File: src/rtl/opseq_pkg.sv
// Shared types and constants for the operand sequencer and the downstream logic stage.
package opseq_pkg;

    localparam int OPSEQ_DATA_W = 4;
    localparam int OPSEQ_OP_W   = 2;

    typedef enum logic [1:0] {
        S_X     = 2'd0,
        S_Y     = 2'd1,
        S_OP    = 2'd2,
        S_VALID = 2'd3
    } state_t;

    localparam logic [1:0] OP_AND = 2'd0;
    localparam logic [1:0] OP_OR  = 2'd1;
    localparam logic [1:0] OP_XOR = 2'd2;
    localparam logic [1:0] OP_NOT = 2'd3;

endpackage

File: src/rtl/operand_sequencer_key_debounce.sv
// Pushbutton conditioning: 2-flop synchroniser, stable-level debouncer and a
// registered one-cycle press pulse on each debounced press (1->0).
module key_debounce #(
    parameter int DEBOUNCE_CYCLES = 500000
) (
    input  logic clk,
    input  logic rst_n,
    input  logic key_n,
    output logic press
);

    localparam int CNT_W = $clog2(DEBOUNCE_CYCLES + 1);

    logic             sync1;
    logic             sync2;
    logic             level;
    logic             level_d;
    logic [CNT_W-1:0] cnt;

    always_ff @(posedge clk) begin
        if (!rst_n) begin
            sync1   <= 1'b1;
            sync2   <= 1'b1;
            level   <= 1'b1;
            level_d <= 1'b1;
            cnt     <= '0;
            press   <= 1'b0;
        end else begin
            sync1   <= key_n;
            sync2   <= sync1;
            level_d <= level;
            // Pulse is taken from the settled level so a release never fires it.
            press   <= level_d & ~level;
            if (cnt == CNT_W'(DEBOUNCE_CYCLES)) begin
                level <= sync2;
                cnt   <= '0;
            end else if (sync2 != level) begin
                cnt <= cnt + 1'b1;
            end else begin
                cnt <= '0;
            end
        end
    end

endmodule

File: src/rtl/operand_sequencer.sv
// Captures x, y and op from the switches on successive button presses and offers
// them downstream with a valid/ready handshake. Optional macro: OPSEQ_OP_LIVE_EN.
module operand_sequencer
    import opseq_pkg::*;
#(
    parameter int DATA_W          = OPSEQ_DATA_W,
    parameter int OP_W            = OPSEQ_OP_W,
    parameter int DEBOUNCE_CYCLES = 500000
) (
    input  logic              clk,
    input  logic              rst_n,
    input  logic [DATA_W-1:0] sw_data,
    input  logic [OP_W-1:0]   sw_op,
    input  logic              key_n,
    output logic [DATA_W-1:0] x,
    output logic [DATA_W-1:0] y,
    output logic [OP_W-1:0]   op,
    output logic              out_valid,
    input  logic              out_ready,
    output logic [1:0]        state
);

    // Handshake: a transfer happens on any rising edge where out_valid && out_ready;
    // out_valid stays high with x/y/op held until that edge or an abort press.
    logic              press;
    state_t            state_q, state_d;
    logic [DATA_W-1:0] x_q, x_d, y_q, y_d;
    logic              valid_q, valid_d;

    key_debounce #(
        .DEBOUNCE_CYCLES(DEBOUNCE_CYCLES)
    ) u_key_debounce (
        .clk  (clk),
        .rst_n(rst_n),
        .key_n(key_n),
        .press(press)
    );

`ifdef OPSEQ_OP_LIVE_EN
    assign op = sw_op;
`else
    logic [OP_W-1:0] op_q, op_d;
    assign op = op_q;
`endif

    always_ff @(posedge clk) begin
        if (!rst_n) begin
            state_q <= S_X;
            x_q     <= '0;
            y_q     <= '0;
            valid_q <= 1'b0;
`ifndef OPSEQ_OP_LIVE_EN
            op_q    <= '0;
`endif
        end else begin
            state_q <= state_d;
            x_q     <= x_d;
            y_q     <= y_d;
            valid_q <= valid_d;
`ifndef OPSEQ_OP_LIVE_EN
            op_q    <= op_d;
`endif
        end
    end

    always_comb begin
        state_d = state_q;
        x_d     = x_q;
        y_d     = y_q;
`ifndef OPSEQ_OP_LIVE_EN
        op_d    = op_q;
`endif
        case (state_q)
            S_X: begin
                if (press) begin
                    x_d     = sw_data;
                    state_d = S_Y;
                end
            end
            S_Y: begin
                if (press) begin
                    y_d     = sw_data;
`ifdef OPSEQ_OP_LIVE_EN
                    state_d = S_VALID;
`else
                    state_d = S_OP;
`endif
                end
            end
            S_OP: begin
`ifdef OPSEQ_OP_LIVE_EN
                state_d = S_X;
`else
                if (press) begin
                    op_d    = sw_op;
                    state_d = S_VALID;
                end
`endif
            end
            S_VALID: begin
                // Ready means transfer, a press means abort; both just return to S_X.
                if (out_ready || press) begin
                    state_d = S_X;
                end
            end
            default: state_d = S_X;
        endcase
        valid_d = (state_d == S_VALID);
    end

    assign x         = x_q;
    assign y         = y_q;
    assign out_valid = valid_q;
    assign state     = state_q;

endmodule

File: config.mk
export PLATFORM = sky130hd
export DESIGN_NAME = operand_sequencer
export DESIGN_NICKNAME = d
export VERILOG_FILES = /design/src/rtl/opseq_pkg.sv /design/src/rtl/operand_sequencer_key_debounce.sv /design/src/rtl/operand_sequencer.sv
export SDC_FILE = /design/constraint.sdc
export NUM_CORES = 1
export LEC_CHECK = 0
export ABC_CLOCK_PERIOD_IN_PS = 2200
export CORE_ASPECT_RATIO = 0.6
export CORE_MARGIN = 8
export CORE_UTILIZATION = 50
export CTS_CLUSTER_DIAMETER = 120
export DETAILED_ROUTE_END_ITERATION = 10
export HOLD_SLACK_MARGIN = 0.1
export PLACE_DENSITY = 0.74
export SKIP_LAST_GASP = 1
export SLEW_MARGIN = 30
export SYNTH_ARGS = -nofsm -noshare
export SYNTH_HDL_FRONTEND = slang
export SYNTH_SLANG_ARGS = --single-unit
File: constraint.sdc
create_clock -name clk -period 2.2 [get_ports clk]
set_input_delay 0.66 -clock clk [delete_from_list [all_inputs] [get_ports clk]]
set_output_delay 0.66 -clock clk [all_outputs]
set_load 0.01 [all_outputs]
Word-level counts from Yosys, hierarchy flattened
Cells that the tools add are included.
{"block": "totals", "in_bits": 10, "elab_cells": 33, "ff_bits": 37}
{"block": "classes", "bitwise": 4, "addsub": 1, "eq_ne": 6, "n_reduce_logical": 6, "n_mux": 5}
{"operator": "19-bit by 1-bit adder with 19-bit output, second input constant", "n": 1}
{"operator": "19-bit == test, second input constant", "n": 1}
{"operator": "2-bit two-way mux", "n": 4}
{"operator": "2-bit one-hot mux with 4 select lines", "n": 1}
{"operator": "2-bit == test, second input constant", "n": 3}
{"operator": "2-bit AND reduction", "n": 3}
{"operator": "1-bit inverter", "n": 3}
{"operator": "3-bit OR reduction", "n": 1}
{"operator": "2-bit by 1-bit == test with 1-bit output, second input constant", "n": 1}
{"operator": "2-bit logical NOT", "n": 1}
{"operator": "1-bit AND", "n": 1}
{"operator": "1-bit logical OR", "n": 1}
{"operator": "1-bit != test", "n": 1}

Logic depth before layout (Yosys ltp)
{"block": "depth", "word_depth": 4, "ltp_mapped": 8, "ltp_nobuf": 6}

Hierarchy
A second synthesis with hierarchy kept.
{"block": "hier_totals", "cells_unflattened": 175, "area_unflattened_um2": 1560.2}
{"mod": "key_debounce", "seq_area_each_um2": 480.5, "cells_per_inst": 121, "area_each_um2": 1083.5, "instances": 1}
{"mod": "operand_sequencer", "seq_area_each_um2": 260.2, "cells_per_inst": 54, "area_each_um2": 476.7, "instances": 1}

Least setup slack after synthesis
Ideal clock, no wire load.
{"block": "synth_path", "path_kind": "reg-to-reg", "startpoint": "register u_key_debounce.cnt[0]", "endpoint": "register u_key_debounce.cnt[16]", "period_less_slack_ns": 1.832, "path_stages_with_launch": 9, "arrival_time_ns": 1.717, "required_ns": 2.085, "n_path_buf": 2, "setup_slack_ns": 0.368, "path_cell_list": "dfxtp_1 inv_1 ha_1 or4bb_2 nor2_1 a31o_2 buf_2 buf_4 nor2_1"}
{"block": "synth_via", "elab_chain_cells": 2, "elab_cells_between_ends": 3}
{"element": "from (decl)", "line_no": "operand_sequencer_key_debounce.sv:18", "source": "logic [CNT_W-1:0] cnt;"}
{"element": "from (signal assigned)", "line_no": "operand_sequencer_key_debounce.sv:38", "source": "cnt <= cnt + 1'b1;"}
{"element": "branches (longest 2 deep; another with 19-bit by 1-bit adder with 19-bit output)"}
Parallel ways; which one is timed is not known.
A chain may end at the register's enable or synchronous reset.

Worst setup path after layout
{"block": "layout_path", "startpoint": "register state_q[1], in the netlist state[1]", "endpoint": "output state[1]"}
{"element": "from (decl)", "line_no": "operand_sequencer.sv:26", "source": "state_t state_q, state_d;"}
{"element": "from (signal assigned)", "line_no": "operand_sequencer.sv:56", "source": "state_q <= state_d;"}
{"element": "to (decl)", "line_no": "operand_sequencer.sv:20", "source": "output logic [1:0] state"}
No word-level cell between the ends.

==> results.py <==
metrics = {
    "run_status": {
        "status": "completed",
    },
    "cells_and_area": {
        "area_growth_pct": 21.73,
        "utilization_pct": 65.65,
        "diodes": 0,
        "fin_nets": 209,
        "layout-drive-gt1-share_pct": 7.143,
    },
    "synthesis": {
        "avgSynthCellArea_um2": 9.403,
        "yosys_register_bits": 37,
        "yosysUniqueCellTypes": 33,
        "synth_area_leaders": "dfxtp_1, xnor2_1, mux2i_1",
        "synth_edf_count": 0,
        "synth_simple_gate_area_share_pct": 29.69,
        "syn_nets": 181,
        "async_reset_ff_share_pct": 0,
        "synth_xor_area_share_pct": 8.819,
        "syn_area_mm2": 0.001589,
        "yosysSeqAreaShare_pct": 46.61,
        "yosysTopAreaCellShare_pct": 46.61,
        "syn_inst": 169,
        "yosysTopAreaCell": "dfxtp_1",
        "synth_compound_area_share_pct": 4.331,
        "yosys-mux-area-fraction_pct": 6.299,
        "yosysWarnings": 0,
        "synth_top_family_by_area": "simple AND/OR/NAND/NOR gates",
        "synth_adder_area_share_pct": 1.575,
        "dominantRegCellSynth": "dfxtp_1",
    },
    "drt": {
        "avgRoutedWirePerCell_um": 13.69,
        "drt-initial-drc-count": 45,
        "vias": 1250,
        "ant_nets": 0,
        "viasPerCell": 5.252,
        "wl_um": 3258,
        "dr.pass1.iters": 4,
        "drc": 0,
    },
    "flow_run": {
        "maxCapViolations": 0,
    },
    "critical_path": {
        "critPathLaunchType": "flip-flop",
        "cp_slowest_stage_delay_ns": 0.59,
        "path_class": "flip-flop to output pin",
        "critPathMaxFanout": 9,
        "crit_slowest_cell": "clkdlybuf4s50_1",
        "endpoint_kind": "output pin",
        "arrival_ns": 1.34,
        "critPathBufInv": 1,
        "required_ns": 1.54,
        "r2r_setup_slack_ns": 0.30,
        "path_cells": "clkdlybuf4s50_1",
        "cp_top_family": "buffers and inverters",
    },
    "clock_tree": {
        "hold_buffers": 0,
        "tritoncts": "built",
        "cts_resized": 0,
        "cts_sinks": 37,
        "clk_latency_ns": 0.28,
        "numCtsBuffers": 5,
        "path_clk_slew_ns": 0.07,
        "ctsHtreeMaxLevel": 2,
        "postCtsSetupBuffers": 0,
        "cts_root_buf": "clkbuf_8",
        "clockBufferDepth": 2,
    },
    "place": {
        "hpwl_um": 2480,
        "portBuffers": 22,
        "gp_congestion": 0.7533,
    },
    "die": {
        "start_util_pct": 53.93,
        "pin_count": 23,
        "fp.dieH_um": 59.67,
        "die_w_um": 88.78,
        "rows": 15,
        "dieArea_mm2": 0.005297,
        "core_mm2": 0.002947,
    },
    "power": {
        "powerDensity_mw_per_mm2": 587.6,
        "power_leakage_nw": 0.6364,
        "ir_drop_mv": 0.3922,
    },
    "sta": {
        "grt_setup_unrepaired": "no",
        "setup_viol": 0,
        "min_period_ns": 1.999,
        "finClkSkew_ns": 0.006022,
        "fin_crit_sh_pct": 90.85,
        "worstMarginPinSlew_ns": 0.5127,
        "slew_viol_final": 0,
        "slew_headroom_pct": 65.51,
        "final.setup.tns_ns": 0,
        "clock.fmax_mhz": 500.3,
        "hold_viol": 0,
    },
    "global_routing": {
        "overflow": 0,
        "grt_first_pass_wirelength_um": 5616,
        "antenna_found_initial": 0,
        "grt_pass1_vias": 1268,
        "grt_use_total_pct": 13.87,
        "grt_max_degree": 19,
    },
    "min_path": {
        "hold_path_class": "flip-flop to flip-flop",
    },
}
-- kinds of logic (layout without fill, tap and decap cells) --
kind of cell | Yosys count | after routing
adder cells (fa/ha/maj) | 2 | 2
multiplexers | 10 | 10
XOR/XNOR | 16 | 16
buffers and inverters | 10 | 37
flip-flops | 37 | 37
AO/OA/AOI/OAI | 11 | 11
AND/OR/NAND/NOR | 83 | 83
-- metal layers --
metal	GRT usage [%]	share of wire [%]	vias to the layer above
met2	21.32	44	30
met1	16.83	49	585
met3	5.328	6.2	4
met4	5.967	0.89	0
li1	-	-	631
met5	0	0	-
-- cell usage after synthesis, drive strengths merged (2+ instances only) --
cell and instances:
xor2 2, nand3b 2, buf 2, dfxtp 37, mux2i 10, nor2 24
a21oi 3, nor4 8, xnor2 14, nand4 4, nand3 9, a21boi 3
nor2b 12, nand2b 4, inv 7, ha 2, and3 2, o21ai 3
nor3 4, nand2 8
-- cells in the final DEF (no fill, tap or decap), types with 2 or more instances in the layout --
| cell type | n |
|---|---|
| nor4_1 | 8 |
| nand2_1 | 8 |
| a21oi_1 | 3 |
| dfxtp_1 | 37 |
| buf_4 | 2 |
| nor3_1 | 4 |
| nor2b_1 | 12 |
| nand2b_1 | 4 |
| ha_1 | 2 |
| mux2i_1 | 10 |
| clkdlybuf4s50_1 | 22 |
| nand3_1 | 8 |
| nor2_1 | 24 |
| inv_1 | 7 |
| nand3b_1 | 2 |
| nand4_2 | 2 |
| o21ai_0 | 3 |
| clkbuf_8 | 5 |
| a21boi_0 | 3 |
| xor2_1 | 2 |
| xnor2_1 | 14 |
| and3_1 | 2 |
-- state kept, by name, summed over array words and instances (netlist names) --
register and count:
u_key_debounce.level_d 1, u_key_debounce.level 1, state 2, x 4, u_key_debounce.sync2 1, u_key_debounce.sync1 1
y 4, u_key_debounce.press 1, op 2, u_key_debounce.cnt 19, out_valid 1
-- layout make-up --
| type | instances | area (um^2) |
|---|---|---|
| fillers | 243 | 1012 |
| multi-input cells | 122 | 805.8 |
| flip-flops and latches | 37 | 740.7 |
| repair buffers | 24 | 235.2 |
| clock buffers | 5 | 68.82 |
| well taps | 42 | 52.55 |
| inverters | 7 | 26.28 |
| clock inverters | 1 | 5.005 |
-- power by group --
group	switching (mW)	internal (mW)	total, mW
clock	0.222	0.208	0.430
combinational	0.0118	0.0211	0.0329
sequential	0.00184	0.672	0.674
total	0.236	0.901	1.14
-- per-stage QoR --
step           hold slack, ns  instance area, um^2  total power, mW  instances  setup WS (ns)
2_1_floorplan          0.3863                 1589           0.6997        169         0.3685
3_3_place_gp           0.3982                 1861           0.7206        232         0.3569
3_5_place_dp           0.4158                 1861           0.7216        232         0.2846
4_1_cts                0.4346                 1934            1.154        238         0.1801
5_1_grt                0.4719                 1934            1.173        238         0.1408
6_report               0.4299                 1934            1.137        238         0.2013
-- path summary, 6_finish.rpt --
| check | to | cells after the start | startpoint |
|---|---|---|---|
| worst max-delay path | state[1] | 1 | state[1] |
| worst min register to register | u_key_debounce.press | 1 | u_key_debounce.level_d |
| worst max register to register | u_key_debounce.cnt[2] | 6 | u_key_debounce.cnt[0] |
| worst min-delay path | u_key_debounce.press | 1 | u_key_debounce.level_d |
Power figures use the tool's default switching activity.
